## config.mk

```make
export PLATFORM = sky130hd
export DESIGN_NAME = qnigma_tmr_arb
export DESIGN_NICKNAME = d
export VERILOG_FILES = /design/src/rtl/qnigma_tmr_arb.sv
export SDC_FILE = /design/constraint.sdc
export NUM_CORES = 1
export LEC_CHECK = 0
export BUFFER_PORTS_ARGS = -buffer_cell sky130_fd_sc_hd__buf_2
export CAP_MARGIN = 0
export CORE_MARGIN = 2
export CORE_UTILIZATION = 36
export DETAILED_ROUTE_END_ITERATION = 10
export GPL_TIMING_DRIVEN = 1
export PLACE_DENSITY = 0.58
export REMOVE_ABC_BUFFERS = 1
export SYNTH_ARGS = -nofsm -noshare
export SYNTH_HDL_FRONTEND = slang
export SYNTH_SLANG_ARGS = --single-unit
export TNS_END_PERCENT = 1
```

## constraint.sdc

```tcl
create_clock -name clk -period 4.45 [get_ports clk]
set_clock_uncertainty 0.05 [all_clocks]
set_input_delay 0.445 -clock clk [delete_from_list [all_inputs] [get_ports clk]]
set_output_delay 0.445 -clock clk [all_outputs]
set_load 0.02 [all_outputs]
```

## src/rtl/qnigma_tmr_arb.sv

```systemverilog
// Multi-channel timeout scheduler: one shared prescaler and a one-channel-per-cycle decrement sweep.
// Optional periodic reload per channel is enabled by defining QNIGMA_TMR_ARB_RELOAD_EN.
module qnigma_tmr_arb #(
  parameter int unsigned CHANNELS = 4,
  parameter int unsigned TICKS    = 128,
  parameter int unsigned W        = 16
) (
  input  logic                  clk,
  input  logic                  rst,
  input  logic                  en,
  input  logic [CHANNELS-1:0]   arm_val,
  output logic [CHANNELS-1:0]   arm_rdy,
  input  logic [CHANNELS*W-1:0] arm_tmo,
`ifdef QNIGMA_TMR_ARB_RELOAD_EN
  input  logic [CHANNELS-1:0]   reload,
`endif
  input  logic [CHANNELS-1:0]   cancel,
  output logic [CHANNELS-1:0]   active,
  output logic [CHANNELS-1:0]   expire,
  output logic                  tick
);

  localparam int unsigned IW = (CHANNELS > 1) ? $clog2(CHANNELS) : 1;
  localparam int unsigned PW = (TICKS > 1) ? $clog2(TICKS) : 1;

  // The sweep must finish before the next prescaler wrap.
  if (TICKS <= CHANNELS + 1) begin : g_cfg_check
    $error("qnigma_tmr_arb: TICKS must be greater than CHANNELS+1");
  end

  typedef enum logic {IDLE, SWEEP} state_t;

  state_t        state, state_nxt;
  logic [IW-1:0] idx, idx_nxt;
  logic [IW-1:0] ptr, ptr_nxt;
  logic [IW-1:0] gnt_idx;
  logic [PW-1:0] pre;
  logic          wrap_c;
  logic          xfer_c;
  logic          visit_c;
  logic          found;
  int unsigned   cand;

  logic [W-1:0]  cnt [CHANNELS];
`ifdef QNIGMA_TMR_ARB_RELOAD_EN
  logic [W-1:0]  rld_val [CHANNELS];
  logic [CHANNELS-1:0] rld;
`endif

  // Sweep starts on the same edge that raises tick, so channel i is visited i cycles after tick.
  assign wrap_c = en && (pre == PW'(TICKS - 1));

  always_ff @(posedge clk or negedge rst) begin
    if (!rst) begin
      pre  <= '0;
      tick <= 1'b0;
    end else begin
      tick <= wrap_c;
      if (wrap_c) begin
        pre <= '0;
      end else if (en) begin
        pre <= pre + PW'(1);
      end
    end
  end

  always_ff @(posedge clk or negedge rst) begin
    if (!rst) begin
      state <= IDLE;
      idx   <= '0;
      ptr   <= '0;
    end else begin
      state <= state_nxt;
      idx   <= idx_nxt;
      ptr   <= ptr_nxt;
    end
  end

  // Round-robin grant in IDLE; sequential channel visits in SWEEP.
  always_comb begin
    state_nxt = state;
    idx_nxt   = idx;
    ptr_nxt   = ptr;
    arm_rdy   = '0;
    gnt_idx   = '0;
    found     = 1'b0;
    cand      = 0;
    xfer_c    = 1'b0;
    visit_c   = 1'b0;
    case (state)
      IDLE: begin
        if (wrap_c) begin
          state_nxt = SWEEP;
          idx_nxt   = '0;
        end else if (rst) begin
          for (int unsigned k = 0; k < CHANNELS; k++) begin
            cand = 32'(ptr) + k;
            if (cand >= CHANNELS) begin
              cand = cand - CHANNELS;
            end
            if (!found && arm_val[IW'(cand)]) begin
              found   = 1'b1;
              gnt_idx = IW'(cand);
            end
          end
          if (found) begin
            arm_rdy[gnt_idx] = 1'b1;
            xfer_c           = 1'b1;
            ptr_nxt          = (gnt_idx == IW'(CHANNELS - 1)) ? '0 : gnt_idx + IW'(1);
          end
        end
      end
      SWEEP: begin
        visit_c = 1'b1;
        if (idx == IW'(CHANNELS - 1)) begin
          state_nxt = IDLE;
          idx_nxt   = '0;
        end else begin
          idx_nxt = idx + IW'(1);
        end
      end
      default: begin
        state_nxt = IDLE;
        idx_nxt   = '0;
      end
    endcase
  end

  // Per-channel counters: arm beats cancel, cancel beats an expiring visit.
  always_ff @(posedge clk or negedge rst) begin
    if (!rst) begin
      active <= '0;
      expire <= '0;
      for (int i = 0; i < CHANNELS; i++) begin
        cnt[i] <= '0;
      end
`ifdef QNIGMA_TMR_ARB_RELOAD_EN
      rld <= '0;
      for (int i = 0; i < CHANNELS; i++) begin
        rld_val[i] <= '0;
      end
`endif
    end else begin
      expire <= '0;
      for (int i = 0; i < CHANNELS; i++) begin
        if (xfer_c && (gnt_idx == IW'(i))) begin
          cnt[i]    <= arm_tmo[i*W +: W];
          active[i] <= 1'b1;
`ifdef QNIGMA_TMR_ARB_RELOAD_EN
          rld[i]     <= reload[i];
          rld_val[i] <= arm_tmo[i*W +: W];
`endif
        end else if (cancel[i]) begin
          active[i] <= 1'b0;
`ifdef QNIGMA_TMR_ARB_RELOAD_EN
          rld[i] <= 1'b0;
`endif
        end else if (visit_c && (idx == IW'(i)) && active[i]) begin
          if (cnt[i] <= W'(1)) begin
            expire[i] <= 1'b1;
`ifdef QNIGMA_TMR_ARB_RELOAD_EN
            if (rld[i]) begin
              cnt[i] <= rld_val[i];
            end else begin
              active[i] <= 1'b0;
            end
`else
            active[i] <= 1'b0;
`endif
          end else begin
            cnt[i] <= cnt[i] - W'(1);
          end
        end
      end
    end
  end

endmodule

```

==> results of run 1 <==
==> cell families (layout without fill, tap and decap cells) <==
group	Yosys count	in the layout	share of synthesized area, %
adder cells (fa/ha/maj)	17	17	4.072
multiplexers	16	16	3.401
buffers and inverters	45	128	3.329
AND/OR/NAND/NOR	227	227	24.26
XOR/XNOR	34	34	5.701
flip-flops	85	85	40.72
AO/OA/AOI/OAI	140	140	18.52
==> per-layer routing <==
layer | wire length (um) | track usage (%)
met2 | 6355 | 28.99
met5 | 0 | 0
met4 | 192 | 5.023
met3 | 658 | 4.983
met1 | 6628 | 25.16
==> cells in the final DEF (no fill, tap or decap), types with 5 or more instances in the layout <==
cell and instances:
a2111oi_0 5, a211oi_1 6, a21oi_1 13, a221o_1 6, a31oi_1 10, and2_1 10, buf_2 86, buf_4 7
clkbuf_16 9, dfrtp_1 85, ha_1 17, inv_1 18, mux2_2 14, nand2_1 48, nand3_1 34, nand3b_1 5
nand4_1 11, nor2_1 31, nor2b_1 6, nor3_1 16, nor4_1 14, o211ai_1 11, o21ai_0 47, o31ai_1 8
or4_1 12, xnor2_1 21, xor2_1 13
==> cell type report <==
type / count / area [um2] / area share, %
well taps: 184 / 230.2 / 3.770
repair buffers: 93 / 483.0 / 7.908
clock inverters: 1 / 5.005 / 0.08195
clock buffers: 15 / 267.8 / 4.384
flip-flops and latches: 85 / 2127 / 34.83
inverters: 19 / 71.32 / 1.168
multi-input cells: 434 / 2923 / 47.86
==> state kept, by name, summed over array words and instances (netlist names) <==
signal,count
cnt,64
pre,7
active,4
expire,4
idx,2
ptr,2
state,1
tick,1
==> path summary, 6_finish.rpt <==
path / slack [ps] / endpoint / startpoint
worst max register to register: 1390 / cnt[41] / pre[0]
worst max-delay path: 1360 / arm_rdy[2] / ptr[1]
max in group asynchronous: 3180 / cnt[58] / rst
worst min register to register: 460 / pre[6] / pre[6]
worst min-delay path: 120 / cnt[20] / rst
min in group clk: 250 / cnt[24] / arm_tmo[40]
==> power by group through the flow <==
stage	clock network (mW)	logic [mW]	registers, mW
floorplan	0	0.907	1.41
global placement	0	1.19	1.48
detailed placement	0	1.23	1.49
CTS	0.736	1.23	1.49
global route	0.765	1.39	1.55
finish	0.715	1.22	1.50
==> worst register-to-register path, delay by kind of cell (launching register included) <==
kind / cells / cell delay, ps
AOI/OAI and AO/OA: 2 / 720
and+or+nand+nor: 3 / 1500
adders and majority gates: 1 / 220
DFF: 1 / 400
==> synthesized netlist by cell type, types with 4 or more instances <==
master      n  area [um2]
nand2b_1    4       25.02
o21ai_0    47       235.2
nand3b_1    5       37.54
clkbuf_1   20       75.07
nor4_1     14       87.58
xor2_1     13       113.9
and2_1     10       62.56
or4_1      12       90.09
ha_1       17       212.7
buf_2       4       20.02
mux2_2     14       157.7
o211ai_1   11       82.58
nand3_1    34       170.2
or3b_2      4       35.03
nor3_1     16       80.08
a31oi_1    10       62.56
o311ai_0    4       35.03
nand4_1    11       68.82
nor2_1     31       116.4
inv_1      18       67.56
xnor2_1    21       183.9
a21oi_1    13       65.06
a221o_1     6       60.06
o31ai_1     8       60.06
nand2_1    48       180.2
nor3b_1     4       30.03
nand4b_1    4       35.03
dfrtp_1    85        2127
a2111oi_0   5       43.79
nor2b_1     6       37.54
or2_2       4       25.02
a211oi_1    6       45.04
==> stage by stage <==
step | hold slack (ps) | cells
detailed placement | 446.0 | 815
floorplan | 99.41 | 538
global placement | 426.4 | 815
finish | 123.9 | 831
CTS | 149.6 | 831
global route | 167.4 | 831
==> summary.md, run 1 <==
| Metric | Value |
|---|---|
| Average size of a mapped cell | `9.262 um2` |
| # fillers | `1,412` |
| Initial Util | `36.35%` |
| EDFF count, synth | `0` |
| Flop pwr share | `43.6%` |
| Synth warn | `0` |
| WL final | `13.83 mm` |
| Clock power share | `20.8%` |
| CP top delay family | `simple AND/OR/NAND/NOR gates` |
| Final Hold Fails | `0` |
| Crit-path max FO | `8` |
| Initial antenna violation count | `0` |
| Row cnt | `44` |
| P_sw | `1.371 mW` |
| Critical Path RT | `3950 ps` |
| Final core occ | `42.50%` |
| Hold Buf Count CTS | `0` |
| Slowest stage cell, crit path | `dfrtp_1` |
| Worst endpoint data arrival time | `2590 ps` |
| Finished Cell Area | `0.006107 mm2` |
| Place WS | `1372 ps` |
| RSZ-0062 raised after global routing | `false` |
| Max-slew headroom | `23.55%` |
| Outcome | `completed` |
| Final Max Tran Viols | `0` |
| Final #Nets | `734` |
| Synth Flop Type | `dfrtp_1` |
| Mapped Area | `0.005224 mm2` |
| Final period utilization | `69.35%` |
| CTS Buf Count | `9` |
| DRT Pass-1 Iters | `5` |
| HPWL Detailed | `9.972 mm` |
| Mean number of vias per cell | `5.668` |
| Vias in the first global route | `4,743` |
| Setup TNS | `0 ps` |
| WS Path Type | `reg -> out` |
| First-pass GRT wire length | `23.33 mm` |
| CP startpoint kind | `flip-flop` |
| Diodes inserted | `0` |
| Combinational group share of total power | `35.6%` |
| Layout cells sized above 1 | `21.33%` |
| Crit path largest cell delay | `470 ps` |
| Yosys cell types | `65` |
| DR WL/cell | `16.65 um` |
| Total gr overflow | `0` |
| Die Ht | `124.5 um` |
| CTS root buf | `clkbuf_16` |
| Post-CTS sizing | `0` |
| Max IR drop VDD | `231.1 uV` |
| Worst r2r path cells | `6` |
| MaxCap Viol Count | `0` |
| Maximum number of pins on one net before global-route repair | `49` |
| Power per Cell Area | `562.7 mW/mm2` |
| Asr flop ratio synth | `100.0%` |
| Clk Latency, worst-skew pair | `350 ps` |
| ANT nets after route | `0` |
| Crit path time final | `3086 ps` |
| Fmax | `324.0 MHz` |
| Core Area | `0.01437 mm2` |
| DRC | `0` |
| Slew @ Worst Pin | `1131 ps` |
| Leak | `2.509 nW` |
| # Post-CTS Setup Buffers | `0` |
| Iter 0 DRT Violations | `413` |
| Area growth, synth to finish | `16.91%` |
| GRT Total Usage | `18.44%` |
| Min-Delay Path Class | `in -> async` |
| Crit path depth | `8` |
| Vias after detailed routing | `4,710` |
| Int Pwr | `2.065 mW` |
| Number of synthesized register bits | `85` |
| Sw Ratio | `39.91%` |
| Die X | `124.5 um` |
| Clock Tree Buf Depth | `2` |
| Fin worst setup slack | `1364 ps` |
| Buf/Inv on CP | `2` |
| Top cell by count, worst path | `nor2b_1` |
| Total power | `3.436 mW` |
| Clk slew on worst S/H paths | `60 ps` |
| CP cell instances | `nor2b_1, o21ai_0, nand3_1, nor2b_1, inv_1, ha_1, and2_1, buf_2` |
| Die area | `0.01549 mm2` |
| CP Capture Type | `output pin` |
| Final setup fails | `0` |
| Cells after Synth | `564` |
| Post-synthesis sequential area ratio | `40.72%` |
| Clock Sink Count | `85` |
| I/O Buffers | `87` |
| CTS tree | `done` |
| DP Area | `0.005834 mm2` |
| I/O Pins | `88` |
| H-tree depth | `3` |
| Final RePlAce weighted congestion | `0.8746` |
(Power assumes the default switching activity.)
==> run 2, diff against run 1 <==
Clock period 4.45 ns to 3 ns, I/O delays scaled along.
==> run 2 against run 1 <==
Sequential power increased by 47%; cell area grew 2.2%; total power is 53% higher; highest routed layer unchanged; non-clock buffer count grew 12; clock-buffer cell count down 3; cell count increased by 1.4%; critical path depth is the same.
==> summary.md, run 2 (same netlist as run 1, synthesis figures left out) <==
| Metric | Value |
|---|---|
| # Post-CTS Setup Buffers | `0 (unchanged)` |
| Sw Ratio | `38.89% (-1.0 points)` |
| Critical Path RT | `2650 ps (-1300 ps)` |
| Setup TNS | `0 ps (unchanged)` |
| Leak | `2.599 nW (+3.6%)` |
| DR WL/cell | `16.28 um (-2.2%)` |
| Die Ht | `124.5 um (unchanged)` |
| Largest regs | `cnt x64, pre x7` |
| CTS root buf | `clkbuf_16` |
| Row cnt | `44 (unchanged)` |
| Slew @ Worst Pin | `972.5 ps (-158.8 ps)` |
| Final Hold Fails | `0 (unchanged)` |
| Hold Buf Count CTS | `0 (unchanged)` |
| WL final | `13.72 mm (-0.82%)` |
| WS Path Type | `reg -> out` |
| Worst endpoint data arrival time | `2380 ps (-210 ps)` |
| Final period utilization | `91.16%` |
| Wl on met1 | `6.714 mm (+1.3%)` |
| Most common cell after layout, fill and taps aside | `buf_2` |
| I/O Buffers | `87 (unchanged)` |
| Clock power share | `22.3% (+1.5 points)` |
| CP startpoint kind | `flip-flop` |
| Maximum number of pins on one net before global-route repair | `48 (-2.0%)` |
| Die area | `0.01549 mm2 (unchanged)` |
| Clock Sink Count | `85 (unchanged)` |
| Reg-to-reg endpoint | `cnt[13]` |
| Final RePlAce weighted congestion | `0.8917 (+2.0%)` |
| Detail Route met2 WL | `6.155 mm (-3.1%)` |
| GRT Total Usage | `18.04% (-0.40 points)` |
| Layout cells sized above 1 | `23.67% (+2.3 points)` |
| Fmax | `365.7 MHz` |
| Initial Util | `36.35% (unchanged)` |
| Max-slew headroom | `35.16% (+12 points)` |
| Final Max Tran Viols | `0 (unchanged)` |
| DRC | `0 (unchanged)` |
| Total gr overflow | `0 (unchanged)` |
| Crit-path max FO | `7 (-1)` |
| Outcome | `completed` |
| Commonest non-fill, non-tap cells in the layout | `86 x buf_2, 85 x dfrtp_1, 48 x nand2_1` |
| Combinational group share of total power | `35.6% (about the same)` |
| ANT nets after route | `0 (unchanged)` |
| Worst r2r path cells | `6 (unchanged)` |
| I/O Pins | `88 (unchanged)` |
| Int Pwr | `3.212 mW (+56%)` |
| CP Capture Type | `output pin` |
| # fillers | `1,392 (-1.4%)` |
| First-pass GRT wire length | `22.94 mm (-1.7%)` |
| Core Area | `0.01437 mm2 (unchanged)` |
| Mean number of vias per cell | `5.556 (-2.0%)` |
| MaxCap Viol Count | `0 (unchanged)` |
| Worst r2r src | `pre[0]` |
| HPWL Detailed | `10.05 mm (+0.81%)` |
| Slowest stage cell, crit path | `dfrtp_1` |
| CP cell instances | `nor2b_1, o21ai_0, nand3_2, nor2b_2, inv_1, ha_1, and2_1, buf_2` |
| Post-CTS sizing | `0 (unchanged)` |
| CTS tree | `done` |
| Clock Tree Buf Depth | `2 (unchanged)` |
| P_sw | `2.044 mW (+49%)` |
| Min-Delay Path Class | `in -> async` |
| Final #Nets | `746 (+1.6%)` |
| DRT Pass-1 Iters | `5 (unchanged)` |
| Final setup fails | `0 (unchanged)` |
| Total power | `5.256 mW (+53%)` |
| Clk Latency, worst-skew pair | `350 ps (about the same)` |
| RSZ-0062 raised after global routing | `false` |
| Iter 0 DRT Violations | `360 (-13%)` |
| Flop pwr share | `42.1% (-1.5 points)` |
| Vias in the first global route | `4,616 (-2.7%)` |
| Inst Count DP | `827 (+1.5%)` |
| Crit path time final | `2735 ps` |
| WHS | `2.651 ps (-121.3 ps)` |
| Top reg by flops | `cnt` |
| Power per Cell Area | `841.8 mW/mm2 (+50%)` |
| DR top layer | `met4` |
| R2r setup slk | `400 ps (-990 ps)` |
| Routed met3 length | `576 um (-12%)` |
| CTS Buf Count | `9 (unchanged)` |
| Clk slew on worst S/H paths | `60 ps (about the same)` |
| Final core occ | `43.45% (+0.95 points)` |
| H-tree depth | `3 (unchanged)` |
| Max IR drop VDD | `333.9 uV (+45%)` |
| Area growth, synth to finish | `19.52%` |
| Diodes inserted | `0 (unchanged)` |
| Number of flip-flops in the largest register | `64 (unchanged)` |
| Crit path largest cell delay | `440 ps (-30 ps)` |
| Finished Layout Cells | `843 (+1.4%)` |
| Vias after detailed routing | `4,684 (-0.55%)` |
| Initial antenna violation count | `0 (unchanged)` |
| Die X | `124.5 um (unchanged)` |
==> run 2: critical path, delay by kind of cell (launching register included) <==
kind / cells / cell delay, ps
compound gates: 1 / 340
fa+ha+maj: 1 / 200
buf+inv: 2 / 250
flops: 1 / 440
simple gates: 4 / 800
==> run 2: worst max path at each step <==
stage | depth (start not counted) | end | start | slack, ps
after floorplan | 6 | cnt[48] | ptr[0] | 200
after global placement | 8 | cnt[41] | pre[0] | 480
after detailed placement | 8 | cnt[44] | pre[0] | 380
after CTS | 8 | arm_rdy[2] | ptr[1] | 20
after global routing | 8 | arm_rdy[2] | ptr[0] | 90
final | 8 | arm_rdy[2] | ptr[0] | 270
==> run 2: power groups by stage <==
stage	clock network [mW]	logic, mW	registers, mW
6_report	1.17	1.87	2.21
5_1_grt	1.24	2.12	2.29
4_1_cts	1.20	1.88	2.20
3_5_place_dp	0	1.87	2.21
3_3_place_gp	0	1.81	2.19
2_1_floorplan	0	1.35	2.09
==> run 2: final cells by class <==
cell class                 count  area [um2]  area share [%]
clock buffer                  12       266.5           4.269
sequential                    85        2127           34.07
timing repair buffer         105       573.1           9.178
clock inverter                 4       45.04          0.7214
tap                          184       230.2           3.687
inverter                      19       71.32           1.142
multi-input combinational    434        2930           46.93
==> run 2: through the flow <==
step	instance area [um2]	worst slack, ps
after floorplan	5121	200.1
after global placement	5924	483.5
after detailed placement	5924	384.7
after CTS	6236	19.46
after global routing	6243	91.55
final	6243	265.3
==> run 2: metal layers <==
layer / vias to the layer above / GRT usage (%)
met3: 17 / 2.706
li1: 2309 / -
met1: 2221 / 25.69
met5: - / 0
met2: 137 / 27.71
met4: 0 / 6.874
==> run 3, diff against run 2 <==
Settings changed: SETUP_SLACK_MARGIN set to 0.5.
==> run 3 against run 2 <==
The run now ends with hold timing left; combinational power is 3% higher; clock-buffer cell count unchanged; largest power group unchanged; critical endpoint is now arm_rdy[3]; setup slack better by 260 ps; wire length grew 1.0%; sequential share of layout area decreased by 0.34 points; die area did not move; sequential power hardly changed; critical path type unchanged; first-iteration DRC count is 9.4% higher.
==> summary.md, run 3 (same netlist as run 1, synthesis figures left out) <==
| Metric | Value |
|---|---|
| Outcome | `finished, violations left` |
| Failing checks | `hold timing` |
| I/O Buffers | `87 (unchanged)` |
| MaxCap Viol Count | `0 (unchanged)` |
| Final RePlAce weighted congestion | `0.8917 (unchanged)` |
| Reg-to-reg endpoint | `cnt[46]` |
| Slew @ Worst Pin | `711.0 ps (-261.5 ps)` |
| Layout cells sized above 1 | `25.38% (+1.7 points)` |
| Core Area | `0.01437 mm2 (unchanged)` |
| CP top delay family | `simple AND/OR/NAND/NOR gates` |
| Top reg by flops | `cnt` |
| DRC | `0 (unchanged)` |
| GRT Total Usage | `18.09% (+0.046 points)` |
| Fmax | `403.4 MHz (+10%)` |
| Area growth, synth to finish | `20.81%` |
| Die area | `0.01549 mm2 (unchanged)` |
| WL final | `13.86 mm (+1.0%)` |
| Maximum number of pins on one net before global-route repair | `48 (unchanged)` |
| Crit path time final | `2479 ps (-256.0 ps)` |
| CTS root buf | `clkbuf_16` |
| Max IR drop VDD | `365.7 uV (+9.5%)` |
| Max-slew headroom | `52.60% (+17 points)` |
| Clk slew on worst S/H paths | `70 ps (about the same)` |
| Final #Nets | `749 (+0.40%)` |
| Commonest non-fill, non-tap cells in the layout | `86 x buf_2, 84 x dfrtp_1, 48 x nand2_1` |
| Die X | `124.5 um (unchanged)` |
| Clock Tree Buf Depth | `2 (unchanged)` |
| CP cell instances | `nor2b_1, nand3_1, and4_1, buf_6, ha_1, and2_1, buf_2` |
| Min-Delay Path Class | `in -> async` |
| WHS | `-1.399 ps (-4.049 ps)` |
| Slowest stage cell, crit path | `dfrtp_1` |
| Leak | `2.624 nW (+0.96%)` |
| Largest regs | `cnt x64, pre x7` |
| Number of flip-flops in the largest register | `64 (unchanged)` |
| Diodes inserted | `0 (unchanged)` |
| Buf/Inv on CP | `2 (unchanged)` |
| HPWL Detailed | `10.05 mm (unchanged)` |
| Final Max Tran Viols | `0 (unchanged)` |
| Register area | `0.002128 mm2 (about the same)` |
| DP Area | `0.005924 mm2 (unchanged)` |
| Most common cell after layout, fill and taps aside | `buf_2` |
| H-tree depth | `3 (unchanged)` |
| DR WL/cell | `16.38 um (+0.66%)` |
| Initial Util | `36.35% (unchanged)` |
| CP Capture Type | `output pin` |
| CP startpoint kind | `flip-flop` |
| Critical Path RT | `2650 ps (about the same)` |
| Setup TNS | `0 ps (unchanged)` |
| Total gr overflow | `0 (unchanged)` |
| DRT Pass-1 Iters | `5 (unchanged)` |
| Clk Latency, worst-skew pair | `350 ps (about the same)` |
| ANT nets after route | `0 (unchanged)` |
| Final Hold Fails | `3 (+3)` |
| Power per Cell Area | `844.6 mW/mm2 (+0.34%)` |
| # fillers | `1,393 (+0.072%)` |
| Finished Cell Area | `0.006311 mm2 (+1.1%)` |
| Crit path largest cell delay | `450 ps (about the same)` |
| WS Path Type | `reg -> out` |
| Initial antenna violation count | `0 (unchanged)` |
| First-pass GRT wire length | `23.00 mm (+0.24%)` |
| Crit-path max FO | `20 (+13)` |
| Clock Sink Count | `85 (unchanged)` |
| Worst r2r src | `cnt[32]` |
| Area of the multi-input gates | `0.002967 mm2 (+1.2%)` |
| Mean number of vias per cell | `5.518 (-0.69%)` |
| Final period utilization | `82.63% (-8.5 points)` |
| Worst r2r path cells | `7 (+1)` |
| R2r setup slk | `550 ps (+150 ps)` |
| Die Ht | `124.5 um (unchanged)` |
| Vias in the first global route | `4,626 (+0.22%)` |
| Vias after detailed routing | `4,668 (-0.34%)` |
| CTS tree | `done` |
| I/O Pins | `88 (unchanged)` |
| CTS Buf Count | `9 (unchanged)` |
| Iter 0 DRT Violations | `394 (+9.4%)` |
| RSZ-0062 raised after global routing | `true` |
| Final setup fails | `0 (unchanged)` |
| Row cnt | `44 (unchanged)` |
| Worst endpoint data arrival time | `2130 ps (-250 ps)` |
[run 3: cell types whose count changed in the layout (fill, tap and decap cells not counted), sizes merged]
cell,before,now
buf,105,108
clkinv,4,3
clkinvlp,0,1
[run 3: routing by layer]
| layer | GRT usage, % | wire length [um] | vias up | share of wire (%) |
|---|---|---|---|---|
| met2 | 27.74 | 6213 | 108 | 45 |
| li1 | - | - | 2313 | - |
| met1 | 25.80 | 6847 | 2228 | 49 |
| met5 | 0 | 0 | - | 0 |
| met3 | 2.706 | 503 | 19 | 3.6 |
| met4 | 6.874 | 296 | 0 | 2.1 |
[run 3: stage by stage]
step | utilization (%) | cells | setup slack [ps] | hold slack, ps | power [mW]
floorplan | - | 538 | 200.1 | -45.59 | 3.434
global placement | 41.23 | 827 | 483.5 | 396.6 | 3.998
detailed placement | 41.23 | 827 | 384.7 | 396.3 | 4.081
CTS | 43.52 | 844 | 377.8 | 20.98 | 5.300
global route | 43.92 | 846 | 389.7 | 53.44 | 5.737
finish | 43.92 | 846 | 521.2 | -1.399 | 5.331
[run 3: worst register-to-register path: cells and delay by family (launching register included)]
kind | cells | cell delay [ps]
buffers and inverters | 1 | 80
AND/OR/NAND/NOR | 2 | 850
AO/OA/AOI/OAI | 3 | 700
flip-flops | 1 | 440
adder cells (fa/ha/maj) | 1 | 210
[run 3: worst max path at each step]
| stage | start | end | depth (start not counted) | slack (ps) |
|---|---|---|---|---|
| 2_1_floorplan | ptr[0] | cnt[48] | 6 | 200 |
| 3_3_place_gp | pre[0] | cnt[41] | 8 | 480 |
| 3_5_place_dp | pre[0] | cnt[44] | 8 | 380 |
| 4_1_cts | pre[0] | cnt[13] | 6 | 380 |
| 5_1_grt | ptr[0] | arm_rdy[3] | 7 | 390 |
| 6_report | ptr[0] | arm_rdy[3] | 7 | 520 |
[run 3: area by class of cell]
type                    instances  share of cell area (%)
clock buffers                  12                   4.223
clock inverters                 4                  0.7137
inverters                      19                   1.190
multi-input cells             434                   47.01
flip-flops and latches         85                   33.72
well taps                     184                   3.648
repair buffers                108                   9.496
[run 3: timing repair]
| item | 4_1_cts | 5_1_grt |
|---|---|---|
| resized for setup | 5 | 12 |
| buffers inserted | 1 | 2 |
| hold buffers | 0 | 0 |
| endpoints found under the setup margin | 33 | 52 |
| pin swaps | 1 | 0 |
[run 3: report_power, final]
part	switching (mW)	internal (mW)
registers	0.584	1.64
clock network	0.466	0.709
logic	1.03	0.903
total	2.08	3.25
